$ cat src/rtl/decode_prefix_sequencer_pkg.sv
// -----------------------------------------------------------------------------
// decode_prefix_sequencer_pkg
// Shared definitions for the x86 prefix/escape sequencer.
// Contents: legacy prefix byte values, escape byte values, REP and segment
// override encodings, prefix group codes and the sequencer state encoding.
// -----------------------------------------------------------------------------
package decode_prefix_sequencer_pkg;

    // Legacy prefix bytes
    localparam logic [7:0] PFX_LOCK     = 8'hF0;
    localparam logic [7:0] PFX_REPNE    = 8'hF2;
    localparam logic [7:0] PFX_REP      = 8'hF3;
    localparam logic [7:0] PFX_ES       = 8'h26;
    localparam logic [7:0] PFX_CS       = 8'h2E;
    localparam logic [7:0] PFX_SS       = 8'h36;
    localparam logic [7:0] PFX_DS       = 8'h3E;
    localparam logic [7:0] PFX_FS       = 8'h64;
    localparam logic [7:0] PFX_GS       = 8'h65;
    localparam logic [7:0] PFX_OPSIZE   = 8'h66;
    localparam logic [7:0] PFX_ADDRSIZE = 8'h67;

    // Escape bytes: 0F opens the two-byte map; 38/3A would need a
    // three-byte map, which this sequencer does not support.
    localparam logic [7:0] ESC_0F = 8'h0F;
    localparam logic [7:0] ESC_38 = 8'h38;
    localparam logic [7:0] ESC_3A = 8'h3A;

    // REP group encoding
    localparam logic [1:0] REP_NONE = 2'b00;
    localparam logic [1:0] REP_F3   = 2'b01;
    localparam logic [1:0] REP_F2   = 2'b10;

    // Segment override encoding
    localparam logic [2:0] SEG_NONE = 3'd0;
    localparam logic [2:0] SEG_ES   = 3'd1;
    localparam logic [2:0] SEG_CS   = 3'd2;
    localparam logic [2:0] SEG_SS   = 3'd3;
    localparam logic [2:0] SEG_DS   = 3'd4;
    localparam logic [2:0] SEG_FS   = 3'd5;
    localparam logic [2:0] SEG_GS   = 3'd6;

    // Prefix group codes produced by the classifier
    localparam logic [2:0] GRP_NONE     = 3'd0;
    localparam logic [2:0] GRP_LOCK     = 3'd1;
    localparam logic [2:0] GRP_REP      = 3'd2;
    localparam logic [2:0] GRP_SEG      = 3'd3;
    localparam logic [2:0] GRP_OPSIZE   = 3'd4;
    localparam logic [2:0] GRP_ADDRSIZE = 3'd5;

    // Maximum number of prefixes stripped before the window is rejected
    localparam logic [2:0] MAX_PREFIX = 3'd4;

    typedef enum logic [1:0] {
        ST_IDLE = 2'd0,
        ST_SCAN = 2'd1,
        ST_ESC  = 2'd2,
        ST_DONE = 2'd3
    } state_e;

    // True for an escape follow-up byte that selects an unsupported map
    function automatic logic is_esc_fault(input logic [7:0] b);
        return (b == ESC_38) || (b == ESC_3A);
    endfunction

endpackage

$ cat src/rtl/decode_prefix_classify.sv
// -----------------------------------------------------------------------------
// decode_prefix_classify
// Purely combinational classifier for one instruction byte.
// Ports:
//   data_byte  in  8  byte to classify
//   is_prefix  out 1  byte is a legacy prefix
//   group      out 3  prefix group (GRP_*), GRP_NONE when not a prefix
//   value      out 3  encoded value inside the group (REP_* or SEG_*)
//   is_escape  out 1  byte is the 0x0F escape
// -----------------------------------------------------------------------------
module decode_prefix_classify
    import decode_prefix_sequencer_pkg::*;
(
    input  logic [7:0] data_byte,
    output logic       is_prefix,
    output logic [2:0] group,
    output logic [2:0] value,
    output logic       is_escape
);

    // Decode the byte into prefix group and in-group encoding
    always_comb begin
        is_prefix = 1'b1;
        group     = GRP_NONE;
        value     = 3'd0;
        is_escape = 1'b0;
        case (data_byte)
            PFX_LOCK:     group = GRP_LOCK;
            PFX_REP:      begin group = GRP_REP; value = {1'b0, REP_F3}; end
            PFX_REPNE:    begin group = GRP_REP; value = {1'b0, REP_F2}; end
            PFX_ES:       begin group = GRP_SEG; value = SEG_ES; end
            PFX_CS:       begin group = GRP_SEG; value = SEG_CS; end
            PFX_SS:       begin group = GRP_SEG; value = SEG_SS; end
            PFX_DS:       begin group = GRP_SEG; value = SEG_DS; end
            PFX_FS:       begin group = GRP_SEG; value = SEG_FS; end
            PFX_GS:       begin group = GRP_SEG; value = SEG_GS; end
            PFX_OPSIZE:   group = GRP_OPSIZE;
            PFX_ADDRSIZE: group = GRP_ADDRSIZE;
            ESC_0F:       begin is_prefix = 1'b0; is_escape = 1'b1; end
            default:      is_prefix = 1'b0;
        endcase
    end

endmodule

$ cat src/rtl/decode_prefix_sequencer.sv
// -----------------------------------------------------------------------------
// decode_prefix_sequencer
// Strips up to four legacy prefixes and an optional 0x0F escape from a raw
// 15-byte x86 instruction window, one byte per cycle, and reports the
// collected prefix state together with the remaining window.
// Ports:
//   clk, rst                  clock and synchronous active-high reset
//   in_valid/in_ready/in_instr   window input handshake (byte 0 in [7:0])
//   out_valid/out_ready          result handshake
//   out_unescaped             window after stripping, opcode byte in [7:0]
//   out_is_2byte              0x0F escape consumed
//   out_consumed              number of stripped bytes (prefixes + escape)
//   out_lock/out_rep/out_seg/out_opsize/out_addrsize   collected prefixes
//   out_fault                 too many prefixes or unsupported escape map
// -----------------------------------------------------------------------------
module decode_prefix_sequencer
    import decode_prefix_sequencer_pkg::*;
(
    input  logic         clk,
    input  logic         rst,
    input  logic         in_valid,
    output logic         in_ready,
    input  logic [119:0] in_instr,
    output logic         out_valid,
    input  logic         out_ready,
    output logic [87:0]  out_unescaped,
    output logic         out_is_2byte,
    output logic [2:0]   out_consumed,
    output logic         out_lock,
    output logic [1:0]   out_rep,
    output logic [2:0]   out_seg,
    output logic         out_opsize,
    output logic         out_addrsize,
    output logic         out_fault
);

    state_e       state_r,    state_next_s;
    logic [119:0] sr_r,       sr_next_s;
    logic [2:0]   consumed_r, consumed_next_s;
    logic         lock_r,     lock_next_s;
    logic [1:0]   rep_r,      rep_next_s;
    logic [2:0]   seg_r,      seg_next_s;
    logic         opsize_r,   opsize_next_s;
    logic         addrsize_r, addrsize_next_s;
    logic         is_2byte_r, is_2byte_next_s;
    logic         fault_r,    fault_next_s;
    logic         out_valid_r;
    logic         in_ready_r;

    logic         cls_is_prefix_s;
    logic [2:0]   cls_group_s;
    logic [2:0]   cls_value_s;
    logic         cls_is_escape_s;

    decode_prefix_classify u_classify (
        .data_byte (sr_r[7:0]),
        .is_prefix (cls_is_prefix_s),
        .group     (cls_group_s),
        .value     (cls_value_s),
        .is_escape (cls_is_escape_s)
    );

    // Next-state and datapath update; every register holds unless changed
    always_comb begin
        state_next_s    = state_r;
        sr_next_s       = sr_r;
        consumed_next_s = consumed_r;
        lock_next_s     = lock_r;
        rep_next_s      = rep_r;
        seg_next_s      = seg_r;
        opsize_next_s   = opsize_r;
        addrsize_next_s = addrsize_r;
        is_2byte_next_s = is_2byte_r;
        fault_next_s    = fault_r;

        case (state_r)
            ST_IDLE: begin
                if (in_valid) begin
                    sr_next_s       = in_instr;
                    consumed_next_s = 3'd0;
                    lock_next_s     = 1'b0;
                    rep_next_s      = REP_NONE;
                    seg_next_s      = SEG_NONE;
                    opsize_next_s   = 1'b0;
                    addrsize_next_s = 1'b0;
                    is_2byte_next_s = 1'b0;
                    fault_next_s    = 1'b0;
                    state_next_s    = ST_SCAN;
                end else begin
                    state_next_s = ST_IDLE;
                end
            end

            ST_SCAN: begin
                // While scanning, the counter holds only prefixes stripped so far
                if (cls_is_prefix_s) begin
                    if (consumed_r < MAX_PREFIX) begin
                        // Later prefix in the same group overrides the earlier one
                        case (cls_group_s)
                            GRP_LOCK:     lock_next_s     = 1'b1;
                            GRP_REP:      rep_next_s      = cls_value_s[1:0];
                            GRP_SEG:      seg_next_s      = cls_value_s;
                            GRP_OPSIZE:   opsize_next_s   = 1'b1;
                            GRP_ADDRSIZE: addrsize_next_s = 1'b1;
                            default:      lock_next_s     = lock_r;
                        endcase
                        sr_next_s       = {8'h00, sr_r[119:8]};
                        consumed_next_s = consumed_r + 3'd1;
                        state_next_s    = ST_SCAN;
                    end else begin
                        // Fifth prefix: leave it in byte 0 for diagnosis
                        fault_next_s = 1'b1;
                        state_next_s = ST_DONE;
                    end
                end else if (cls_is_escape_s) begin
                    is_2byte_next_s = 1'b1;
                    sr_next_s       = {8'h00, sr_r[119:8]};
                    consumed_next_s = consumed_r + 3'd1;
                    state_next_s    = ST_ESC;
                end else begin
                    state_next_s = ST_DONE;
                end
            end

            ST_ESC: begin
                if (is_esc_fault(sr_r[7:0])) begin
                    fault_next_s = 1'b1;
                end else begin
                    fault_next_s = fault_r;
                end
                state_next_s = ST_DONE;
            end

            ST_DONE: begin
                if (out_ready) begin
                    state_next_s = ST_IDLE;
                end else begin
                    state_next_s = ST_DONE;
                end
            end

            default: state_next_s = ST_IDLE;
        endcase
    end

    // State, datapath and registered handshake outputs
    always_ff @(posedge clk) begin
        if (rst) begin
            state_r     <= ST_IDLE;
            sr_r        <= 120'd0;
            consumed_r  <= 3'd0;
            lock_r      <= 1'b0;
            rep_r       <= REP_NONE;
            seg_r       <= SEG_NONE;
            opsize_r    <= 1'b0;
            addrsize_r  <= 1'b0;
            is_2byte_r  <= 1'b0;
            fault_r     <= 1'b0;
            out_valid_r <= 1'b0;
            in_ready_r  <= 1'b1;
        end else begin
            state_r     <= state_next_s;
            sr_r        <= sr_next_s;
            consumed_r  <= consumed_next_s;
            lock_r      <= lock_next_s;
            rep_r       <= rep_next_s;
            seg_r       <= seg_next_s;
            opsize_r    <= opsize_next_s;
            addrsize_r  <= addrsize_next_s;
            is_2byte_r  <= is_2byte_next_s;
            fault_r     <= fault_next_s;
            // Handshake flags are decoded from the next state so they are
            // plain flops that always agree with state_r
            out_valid_r <= (state_next_s == ST_DONE);
            in_ready_r  <= (state_next_s == ST_IDLE);
        end
    end

    assign in_ready      = in_ready_r;
    assign out_valid     = out_valid_r;
    assign out_unescaped = sr_r[87:0];
    assign out_is_2byte  = is_2byte_r;
    assign out_consumed  = consumed_r;
    assign out_lock      = lock_r;
    assign out_rep       = rep_r;
    assign out_seg       = seg_r;
    assign out_opsize    = opsize_r;
    assign out_addrsize  = addrsize_r;
    assign out_fault     = fault_r;

endmodule

$ cat config.mk
export PLATFORM = sky130hd
export DESIGN_NAME = decode_prefix_sequencer
export DESIGN_NICKNAME = d
export VERILOG_FILES = /design/src/rtl/decode_prefix_sequencer_pkg.sv /design/src/rtl/decode_prefix_classify.sv /design/src/rtl/decode_prefix_sequencer.sv
export SDC_FILE = /design/constraint.sdc
export NUM_CORES = 1
export LEC_CHECK = 0
export ABC_CLOCK_PERIOD_IN_PS = 2300
export BUFFER_PORTS_ARGS = -buffer_cell sky130_fd_sc_hd__buf_2
export CAP_MARGIN = 30
export CELL_PAD_IN_SITES_DETAIL_PLACEMENT = 1
export CELL_PAD_IN_SITES_GLOBAL_PLACEMENT = 2
export CORE_MARGIN = 1
export CORE_UTILIZATION = 30
export CTS_CLUSTER_DIAMETER = 50
export CTS_CLUSTER_SIZE = 25
export DETAILED_ROUTE_END_ITERATION = 8
export PLACE_DENSITY_LB_ADDON = 0.1
export SYNTH_ARGS = -nofsm -noshare
export SYNTH_HDL_FRONTEND = slang
export SYNTH_SLANG_ARGS = --single-unit
$ cat constraint.sdc
create_clock -name clk -period 2.3 [get_ports clk]
set_input_delay 0.23 -clock clk [delete_from_list [all_inputs] [get_ports clk]]
set_output_delay 0.23 -clock clk [all_outputs]
set_load 0.03 [all_outputs]
**Word level (Yosys, flattened, before mapping)**

Index checks and enable logic that the tools add are counted.

- Input bits: 124
- Register bits: 137
- Logic and storage cells: 118
- Output and inout port bits: 103

- Magnitude comparators: 1
- $add $sub $neg: 1
- Multiplexer cells: 49
- Reduce and logical (&&, ||, !) cells: 18
- Eq/ne operators: 37

Operators with widths:

| kind | count |
|---|---|
| 2-to-1 mux 120 bit | 4 |
| case mux 120 bit (2 select lines) | 1 |
| equality test 8 x 6 -> 1 bit (second input constant) | 6 |
| equality test 8 x 7 -> 1 bit (second input constant) | 4 |
| AND reduction 5 bit | 6 |
| equality test 8 bit (second input constant) | 3 |
| 2-to-1 mux 3 bit | 7 |
| 2-to-1 mux 1 bit | 19 |
| case mux 3 bit (6 select lines) | 1 |
| case mux 3 bit (5 select lines) | 1 |
| 2-to-1 mux 2 bit | 7 |
| != test 2 bit (second input constant) | 7 |
| case mux 3 bit (2 select lines) | 2 |
| OR reduction 11 bit | 1 |
| != test 2 x 1 -> 1 bit (second input constant) | 5 |
| equality test 8 x 4 -> 1 bit (second input constant) | 1 |
| case mux 1 bit (2 select lines) | 4 |
| case mux 2 bit (4 select lines) | 1 |
| AND reduction 4 bit | 2 |
| equality test 2 bit (second input constant) | 3 |
| equality test 3 x 2 -> 1 bit (second input constant) | 2 |
| equality test 3 bit (second input constant) | 2 |
| != test 3 bit (second input constant) | 2 |
| OR reduction 2 bit | 3 |
| 11 further kinds | 12 |

**Logic depth before layout (Yosys ltp)**

Gate-level depths: netlist of run 1.

- Depth in word-level cells: 8
- Gate-level depth with buffers: 9
- Mapped depth without buffers: 7

**By module**

A second synthesis of run 1 with hierarchy kept.

- Cells, all modules: 730
- Area total of the unflattened synthesis: 7353.3 µm²

Modules (own cells, without submodules):

| module | times used | cells an instance | sequential area each (µm²) | area an instance (µm²) |
|---|---|---|---|---|
| decode_prefix_sequencer | 1 | 700 | 2742.6 | 7148.1 |
| decode_prefix_classify | 1 | 30 | 0.0 | 205.2 |

**Worst setup path before layout of run 1**

Ideal clock, no wire load.

- Path kind: flip-flop to flip-flop
- Start point: register sr_r[4]
- End point: register sr_r[100]
- Stages on the path, launching flop included: 10
- Data required time: 2.155 ns
- Setup slack: 0.341 ns
- Buffers on the path: 4
- Arrival: 1.815 ns
- Setup time: 0.145 ns
- Period minus slack after synthesis: 1.959 ns
- Path through: dfxtp_1 > buf_2 > and4bb_2 > nand2_1 > a31o_2 > buf_2 > buf_4 > clkbuf_1 > a21oi_1 > a211oi_2

- Longest elaborated chain between the ends: 5
- Elaborated cells on any way between the ends: 20
- Those cells by class: eq/ne: 14; mux: 4; reduce/logical: 2

RTL lines:

| item | RTL line | source |
|---|---|---|
| from (decl) | decode_prefix_sequencer.sv:38 | `logic [119:0] sr_r, sr_next_s;` |
| from (signal assigned) | decode_prefix_sequencer.sv:163 | `sr_r <= sr_next_s;` |
| equality test 8 bit, or another cell as far along | decode_prefix_classify.sv:27 | `case (data_byte)` |
| OR reduction 11 bit (no source line) | - |  |
| 2-to-1 mux 1 bit | decode_prefix_classify.sv:27 |  |
| != test 3 bit (no source line) or 2-to-1 mux 120 bit (tied branches) | - |  |
| AND reduction 4 bit (no source line) or case mux 120 bit (2 select lines) (tied branches) | - |  |

Several ways; a longest one is shown, not always the timed one.
A chain may end at the register's enable or synchronous reset.

**Worst setup path after layout of run 1**

- Start point: register sr_r[6]
- End point: register sr_r[72]

The elaborated chain is that of the path after synthesis.

==> metrics.cfg, run 1 <==
[route]
post_drt_wl_per_cell_um=18.8
drt_iter0_markers=230
ant_nets=0
via_count=6159
avgViaCountPerCell=5.04
route.detailed.drc=0
drt-total-wl_mm=23.0
first_pass_iters=6

[setup_path]
crit_fanout=21
crit_path_end_kind=flop
critPathMaxStageDelay_ns=0.38
crit_top_cell=buf_12
path_class=flop to flop
crit_slowest_cell=o41a_1
crit_required_ns=2.62
startpoint_type=flop
critPathArrivalTime_ns=2.51
crit_buf_inv=3
crit_path_cell_trace=nand4bb_1, buf_4, o41a_1, a41oi_4, buf_12, buf_12, a21oi_1, a211oi_1
critical-path-top-delay-family=compound AO/OA/AOI/OAI gates

[global_route]
overflow=0
busiest_layer=met2
use_met1_pct=24.2
grt_pass1_vias=6396
antenna_found_initial=4
grt_usage_pct=18.9
grt_use_met3_pct=4.49
met2_usage_pct=30.9
grt_pass1_wl_mm=35.8
grt_start_max_net_pins=103

[synthesis]
synthArstFlopShare_pct=0
ys_warn_count=0
syn-cell-area_um2=7180
synth_largest_area_cell=dfxtp_1
synth_area_leaders=dfxtp_1 (38%), mux2i_1 (16%), buf_4 (11%)
synth.top_cell.area_share_pct=38.2
synth_most_common_cell=dfxtp_1
synth_nets=895
avgSynthCellArea_um2=9.37
synth-seq-cells=137
yosys-top-cells-count=dfxtp_1 (137), a21oi_1 (126), mux2i_1 (113)
synth_cells=766
yosysSeqAreaShare_pct=38.2
synth_cell_types=49
synthFlopType=dfxtp_1
synth-edff-count=0

[flow_run]
max_cap_viol_count=0

[clock_network]
cts_root_buffer=clkbuf_16
cts_inserted_buffers=17
cts_sinks=137
ctsHtreeMaxLevel=4
postCtsHoldBufs=0
clkLatencyLatePin_ns=0.42
cts_tree=built
clk_transition_reported_paths_ns=0.06
cts_buffer_depth=2

[power_and_ir_drop]
p_leak_nw=3.62
p_per_area_nw_per_um2=922
p_total_w=0.00806
peakVddDrop_mv=0.464

[finish]
fin_area_um2=8730
final_util_pct=37.2
layout-drive-gt1-share_pct=34.9
nets=1016
syn2layout_area_growth_pct=21.7

[outcome]
outcome=finished, final reports clean

[floorplanning]
die_h_um=157
row_count=56
initial_core_util_pct=30.6
dieArea_um2=24600
core_um2=23500
chipWidth_um=157
io_pins=227

[timing]
max_freq_mhz=458
worstMarginPinSlew_ns=0.975
hold_violations=0
setup_ws_ns=0.116
relSlewSlack_pct=35.0
fin_worst_skew_ns=0.0117
post-route-period-util_pct=95.0
fin_setup_tns_ns=0
rsz0062_at_grt=no
setup_viol=0
post-route-min-period_ns=2.18
drv_slew=0

[worst_hold_path]
min_path_type=input port to flop

[placement]
post_dp_cell_area_um2=8080
gp_congestion=0.817
place_hpwl_mm=16.2
dp_slack_ns=-0.0770
numPortBuffers=226

-- tightest hold or removal path, cell delays in order --
cell	delay (ns)
buf_2	0.10
nand3_1	0.07
a21oi_1	0.06
-- area by class of cell --
type,instances,area (um^2)
Inverter,7,26.3
Clock buffer,21,460
Tap cell,319,399
Antenna cell,5,12.5
Fill cell,2700,14700
Sequential cell,137,2740
Multi-Input combinational cell,462,3420
Clock inverter,10,119
Timing Repair Buffer,262,1550
-- metal layers --
layer	vias to the layer above	routed length [um]
met4	4	311
li1	3008	-
met3	25	1250
met1	2962	10500
met5	-	27
met2	160	11000
-- registers in the layout, summed over array words and instances (netlist names) --
| signal | flops |
|---|---|
| out_rep | 2 |
| out_addrsize | 1 |
| out_consumed | 3 |
| in_ready | 1 |
| out_opsize | 1 |
| out_is_2byte | 1 |
| out_fault | 1 |
| out_lock | 1 |
| sr_r | 120 |
| state_r | 2 |
| out_seg | 3 |
| out_valid | 1 |
-- cells by family after synthesis --
family | Yosys count | synth area share (%)
AOI/OAI and AO/OA | 274 | 24.9
xor gates and xnor gates | 1 | 0.122
adders and majority gates | 5 | 0.871
buffers and inverters | 167 | 14.7
DFF | 137 | 38.2
muxes | 115 | 16.1
and+or+nand+nor | 67 | 5.19
-- final timing paths --
| check | slack [ns] | end | startpoint | depth (start not counted) |
|---|---|---|---|---|
| hold / removal | 0.09 | sr_r[112] | in_instr[112] | 3 |
| setup reg to reg | 0.12 | sr_r[72] | sr_r[6] | 8 |
| setup / recovery | 0.12 | sr_r[72] | sr_r[6] | 8 |
| hold reg to reg | 0.45 | out_addrsize | out_addrsize | 2 |
-- what timing repair did --
item / 4_1_cts / 5_1_grt
gates resized for setup: 0 / 4
pin swaps: 3 / 1
setup buffers: 2 / 1
endpoints found under the setup margin: 95 / 78
-- stage by stage --
step	std cells	hold slack, ns
finish	1223	0.0899
detailed placement	1183	0.445
floorplan	766	0.339
CTS	1216	0.0703
global route	1219	0.0890
global placement	1183	0.431
-- cells in the final DEF, fill, tap and decap left out, types with 2 or more instances in the layout --
master	count
buf_12	10
clkbuf_16	17
buf_4	26
nand2_1	11
nand3_1	15
nor3b_1	2
nor2_1	10
buf_2	225
diode_2	5
inv_1	7
o31ai_1	2
a31oi_1	2
clkinv_2	3
bufinv_16	2
a211oi_1	102
clkinv_4	3
mux2i_1	112
dfxtp_1	136
nor2b_1	5
mux2_2	2
inv_6	2
nand4b_1	2
a21oi_1	126
ha_1	4
nor3_1	3
and3_1	3
a21o_1	2
nor4_1	4
nand2b_1	2
o21ai_0	16
clkbuf_8	2
clkbuf_1	2
a211oi_2	10
-- report_power, final --
group	switching [W]	total (W)	internal (W)
clock network	0.00107	0.00273	0.00165
registers	0.000267	0.00297	0.00270
logic	0.00146	0.00236	0.000904
total	0.00280	0.00806	0.00526
Power figures use the tool's default switching activity.
==> run 2: changes to the inputs <==
- GPL_TIMING_DRIVEN: not set -> 0
- RECOVER_POWER: not set -> 25
- SETUP_SLACK_MARGIN: not set -> 0.2
==> run 2 against run 1 <==
  * Wire length grew 11%
  * Combinational power grew 32%
  * Die area is the same
  * Critical path depth is the same
  * Non-clock buffer count grew 141
  * Largest power group is now combinational cells
  * Highest routed layer unchanged
  * Setup slack gained 0.053 ns
==> metrics.cfg, run 2 (same netlist as run 1, synthesis figures left out) <==
[outcome]
outcome=finished, final reports clean

[route]
ant_nets=0
avgViaCountPerCell=4.88
first_pass_iters=4
via_count=6635
drt_iter0_markers=204
drt-total-wl_mm=25.6
post_drt_wl_per_cell_um=18.8
route.detailed.drc=0

[global_route]
antenna_found_initial=4
grt_pass1_vias=6662
grt_pass1_wl_mm=37.8
grt_usage_pct=20.1
overflow=0
grt_start_max_net_pins=17

[flow_run]
max_cap_viol_count=0

[clock_network]
cts_root_buffer=clkbuf_16
cts_inserted_buffers=17
cts_tree=built
cts_buffer_depth=2
cts_sinks=137
clk_transition_reported_paths_ns=0.06
clkLatencyLatePin_ns=0.42
ctsHtreeMaxLevel=4

[timing]
post-route-period-util_pct=92.7
rsz0062_at_grt=yes
max_freq_mhz=469
post-route-min-period_ns=2.13
drv_slew=0
fin_worst_skew_ns=0.0108
setup_ws_ns=0.168
relSlewSlack_pct=48.0
worstMarginPinSlew_ns=0.780
hold_violations=0
fin_setup_tns_ns=0
setup_viol=0

[floorplanning]
row_count=56
core_um2=23500
io_pins=227
dieArea_um2=24600
die_h_um=157
initial_core_util_pct=30.6
chipWidth_um=157

[placement]
dp_slack_ns=-0.197
gp_congestion=0.755
place_hpwl_mm=18.2
numPortBuffers=226
placedCellCount=1311

[power_and_ir_drop]
seq_power_share_pct=33.1
swShare_pct=34.6
clockPowerShare_pct=32.6
p_comb_share_pct=34.3
peakVddDrop_mv=0.432
p_per_area_nw_per_um2=878
power_switching_w=0.00313
intPower_w=0.00592
p_leak_nw=4.16

[finish]
final_cells=1361
top_register=sr_r
layout_commonest_cell=buf_2
nets=1157
layout-drive-gt1-share_pct=46.6
mostFrequentLayoutCells=buf_2 (173), dfxtp_1 (132), mux2i_1 (112)
largest_register_ffs=120
syn2layout_area_growth_pct=43.7

[setup_path]
crit_required_ns=2.63
crit_fanout=8
critPathArrivalTime_ns=2.46
path_class=flop to flop
crit_path_end_kind=flop
startpoint_type=flop

[worst_hold_path]
min_path_type=input port to flop

==> run 2: final cells by class <==
class / count / area [um^2]
timing repair buffer: 243 / 1340
tap: 319 / 399
inverter: 7 / 30.0
buffer: 160 / 1230
antenna: 2 / 5.00
sequential: 137 / 2760
multi-input combinational: 462 / 3930
fill: 2718 / 13200
clock inverter: 12 / 175
clock buffer: 19 / 443
==> run 2: worst max-delay path, stage by stage, from the launching register on <==
cell and delay (ns):
dfxtp_4 0.38, nand4bb_4 0.28, o41a_1 0.47, a41oi_4 0.18, buf_12 0.17, clkbuf_16 0.17
buf_8 0.13, a21oi_2 0.06, a211oi_2 0.21
==> run 2: final timing paths <==
check / start / end / slack [ns] / cells after the start
max reg2reg: sr_r[7] / sr_r[83] / 0.17 / 8
max: sr_r[7] / sr_r[83] / 0.17 / 8
min reg2reg: out_addrsize / out_addrsize / 0.45 / 2
min: in_instr[117] / sr_r[117] / 0.09 / 3
==> run 2: what timing repair did <==
item,in CTS,in global routing
buffers inserted,8,0
pin swaps,9,61
gates cloned,1,8
hold buffers,0,0
gates resized for setup,78,135
setup endpoints to repair,124,125
==> run 2: layer usage <==
layer  track usage (%)  routed length (um)  part of all wire [%]
met1              26.4               11900                    47
met2              33.1               12200                    48
met4              5.00                 216                  0.84
met5                 0                  27                  0.11
met3              4.62                1240                   4.8
==> run 2: power by group through the flow <==
stage	logic, W	clock network, W	registers (W)
global placement	0.00261	0	0.00301
floorplan	0.00195	0	0.00293
detailed placement	0.00263	0	0.00301
CTS	0.00281	0.00301	0.00298
global route	0.00334	0.00312	0.00304
finish	0.00311	0.00296	0.00299
==> run 2: per-stage QoR <==
step           hold slack, ns  instance area [um^2]  util, %  total power, W
2_1_floorplan           0.339                  7180        -         0.00488
3_3_place_gp            0.432                  8710     37.1         0.00562
3_5_place_dp            0.442                  8710     37.1         0.00564
4_1_cts                0.0772                  9680     41.3         0.00880
5_1_grt                0.0783                 10300     43.9         0.00950
6_report               0.0899                 10300     43.9         0.00906
==> run 3: changes to the inputs <==
- CORE_ASPECT_RATIO: not set -> 1.75
- CORE_UTILIZATION: 30 -> 31
- CTS_BUF_LIST: not set -> sky130_fd_sc_hd__clkbuf_4
- PLACE_DENSITY_LB_ADDON: 0.1 -> 0.12
==> run 3 against run 2 <==
  * Non-clock buffer count grew 101
  * Global-route usage grew 2.8 points
  * Clock-buffer cell count is the same
  * Final cell count grew 6.0%
  * Total power shrank 14%
  * Worst hold slack lost 0.051 ns
  * Clock power shrank 44%
  * Register-to-register slack is essentially flat
  * Sequential share of layout area shrank 0.88 points
  * First-iteration DRC count grew 17%
  * Die area shrank 3.1%
  * Critical path type unchanged
  * Highest routed layer is now met4
==> metrics.cfg, run 3 (same netlist as run 1, synthesis figures left out) <==
[finish]
nets=1258
syn2layout_area_growth_pct=48.7
top_register=sr_r
layout_commonest_cell=buf_2
largest_register_ffs=120
fin_area_um2=10700
fillers=2687
mostFrequentLayoutCells=buf_2 (171), dfxtp_1 (128), mux2i_1 (113)
layout-drive-gt1-share_pct=39.1

[route]
ant_nets=0
post_drt_wl_per_cell_um=18.7
via_count=7105
drt_iter0_markers=239
avgViaCountPerCell=4.93
route.detailed.drc=0
first_pass_iters=6
drt-total-wl_mm=27.0

[placement]
dp_slack_ns=-0.345
post_dp_cell_area_um2=8690
gp_congestion=0.811
numPortBuffers=226
place_hpwl_mm=19.4

[outcome]
outcome=finished, final reports clean

[setup_path]
critical-path-top-delay-family=compound AO/OA/AOI/OAI gates
startpoint_type=flop
crit-reg2reg-launch=sr_r[1]
critPathMaxStageDelay_ns=0.49
r2r_slack_ns=0.16
reg2reg_depth=9
crit_path_end_kind=flop
reg2reg_to=sr_r[57]
critPathArrivalTime_ns=2.63
path_class=flop to flop
crit_buf_inv=4
crit_fanout=7
crit_slowest_cell=o41a_1
crit_required_ns=2.79
crit_path_cell_trace=buf_8, nand4bb_4, o41a_1, a41oi_4, buf_6, buf_12, clkbuf_16, a21oi_2, a211oi_1

[clock_network]
cts_inserted_buffers=17
clkLatencyLatePin_ns=0.58
cts_sinks=137
cts_root_buffer=clkbuf_4
ctsHtreeMaxLevel=4
cts_buffer_depth=2
cts_tree=built
clk_transition_reported_paths_ns=0.14

[global_route]
grt_use_met3_pct=4.31
grt_usage_pct=22.9
grt_pass1_wl_mm=41.1
use_met1_pct=22.6
met2_usage_pct=44.9
grt_pass1_vias=7639
grt_start_max_net_pins=17
antenna_found_initial=1
busiest_layer=met2
overflow=0

[floorplanning]
initial_core_util_pct=31.6
dieArea_um2=23800
chipWidth_um=117
io_pins=227
die_h_um=203
core_um2=22700
row_count=73

[timing]
fin_setup_tns_ns=0
hold_violations=0
rsz0062_at_grt=yes
post-route-min-period_ns=2.14
max_freq_mhz=467
fin_worst_skew_ns=0.0339
setup_viol=0
drv_slew=0
setup_ws_ns=0.160
post-route-period-util_pct=93.1
worstMarginPinSlew_ns=0.848
relSlewSlack_pct=43.5

[worst_hold_path]
min_from=in_instr[104]
hold-path-cell-count=3
min_path_type=input port to flop
holdPathEnd=sr_r[104]

[flow_run]
max_cap_viol_count=0

[power_and_ir_drop]
p_per_area_nw_per_um2=727
p_leak_nw=4.39
peakVddDrop_mv=0.465

==> run 3: layer usage <==
metal  wire length [um]  part of all wire [%]
met2              15200                    56
met1               9930                    37
met4                897                   3.3
met3                957                   3.5
met5                  0                     0
==> run 3: final cells by class <==
class	count	area, um^2	share of cell area (%)
flip-flops and latches	137	2760	25.9
clock inverters	12	133	1.24
well taps	300	375	3.52
plain buffers	160	1230	11.5
repair buffers	344	2250	21.1
multi-input cells	462	3750	35.1
diodes	1	2.50	0.0234
inverters	7	26.3	0.246
clock buffers	19	143	1.34
==> run 3: worst reg2reg max path, cell delays in order (launching register included) <==
cell       delay (ns)
dfxtp_2          0.37
buf_8            0.11
nand4bb_4        0.12
o41a_1           0.49
a41oi_4          0.27
buf_6            0.15
buf_12           0.13
clkbuf_16        0.15
a21oi_2          0.05
a211oi_1         0.20
==> run 3: where the power goes <==
part           switching, W  internal (W)
Combinational       0.00169       0.00140
Sequential         0.000299       0.00270
Clock              0.000921      0.000749
==> run 3: stage by stage <==
step	utilization (%)	std cells	hold WS (ns)	power, W
after floorplan	-	766	0.339	0.00488
after global placement	38.2	1292	0.435	0.00564
after detailed placement	38.2	1292	0.450	0.00566
after CTS	45.1	1430	0.00178	0.00762
after global routing	46.9	1442	0.0142	0.00818
final	46.9	1442	0.0393	0.00776
==> run 3: worst max-delay path by stage <==
stage	to	cells after the start	slack [ns]	from
after global placement	sr_r[64]	7	-0.33	state_r[1]
after floorplan	sr_r[100]	9	0.34	sr_r[4]
after CTS	sr_r[42]	7	0.16	sr_r[7]
after global routing	sr_r[57]	8	0.09	sr_r[6]
final	sr_r[57]	9	0.16	sr_r[1]
after detailed placement	sr_r[64]	7	-0.35	state_r[1]
==> run 3: repair_timing <==
| action | 4_1_cts | 5_1_grt |
|---|---|---|
| buffers inserted | 6 | 9 |
| pin swaps | 8 | 63 |
| cloned | 1 | 2 |
| hold buffers | 100 | 0 |
| hold endpoints to repair | 101 | 0 |
| gates resized for setup | 73 | 105 |
| endpoints found under the setup margin | 126 | 122 |
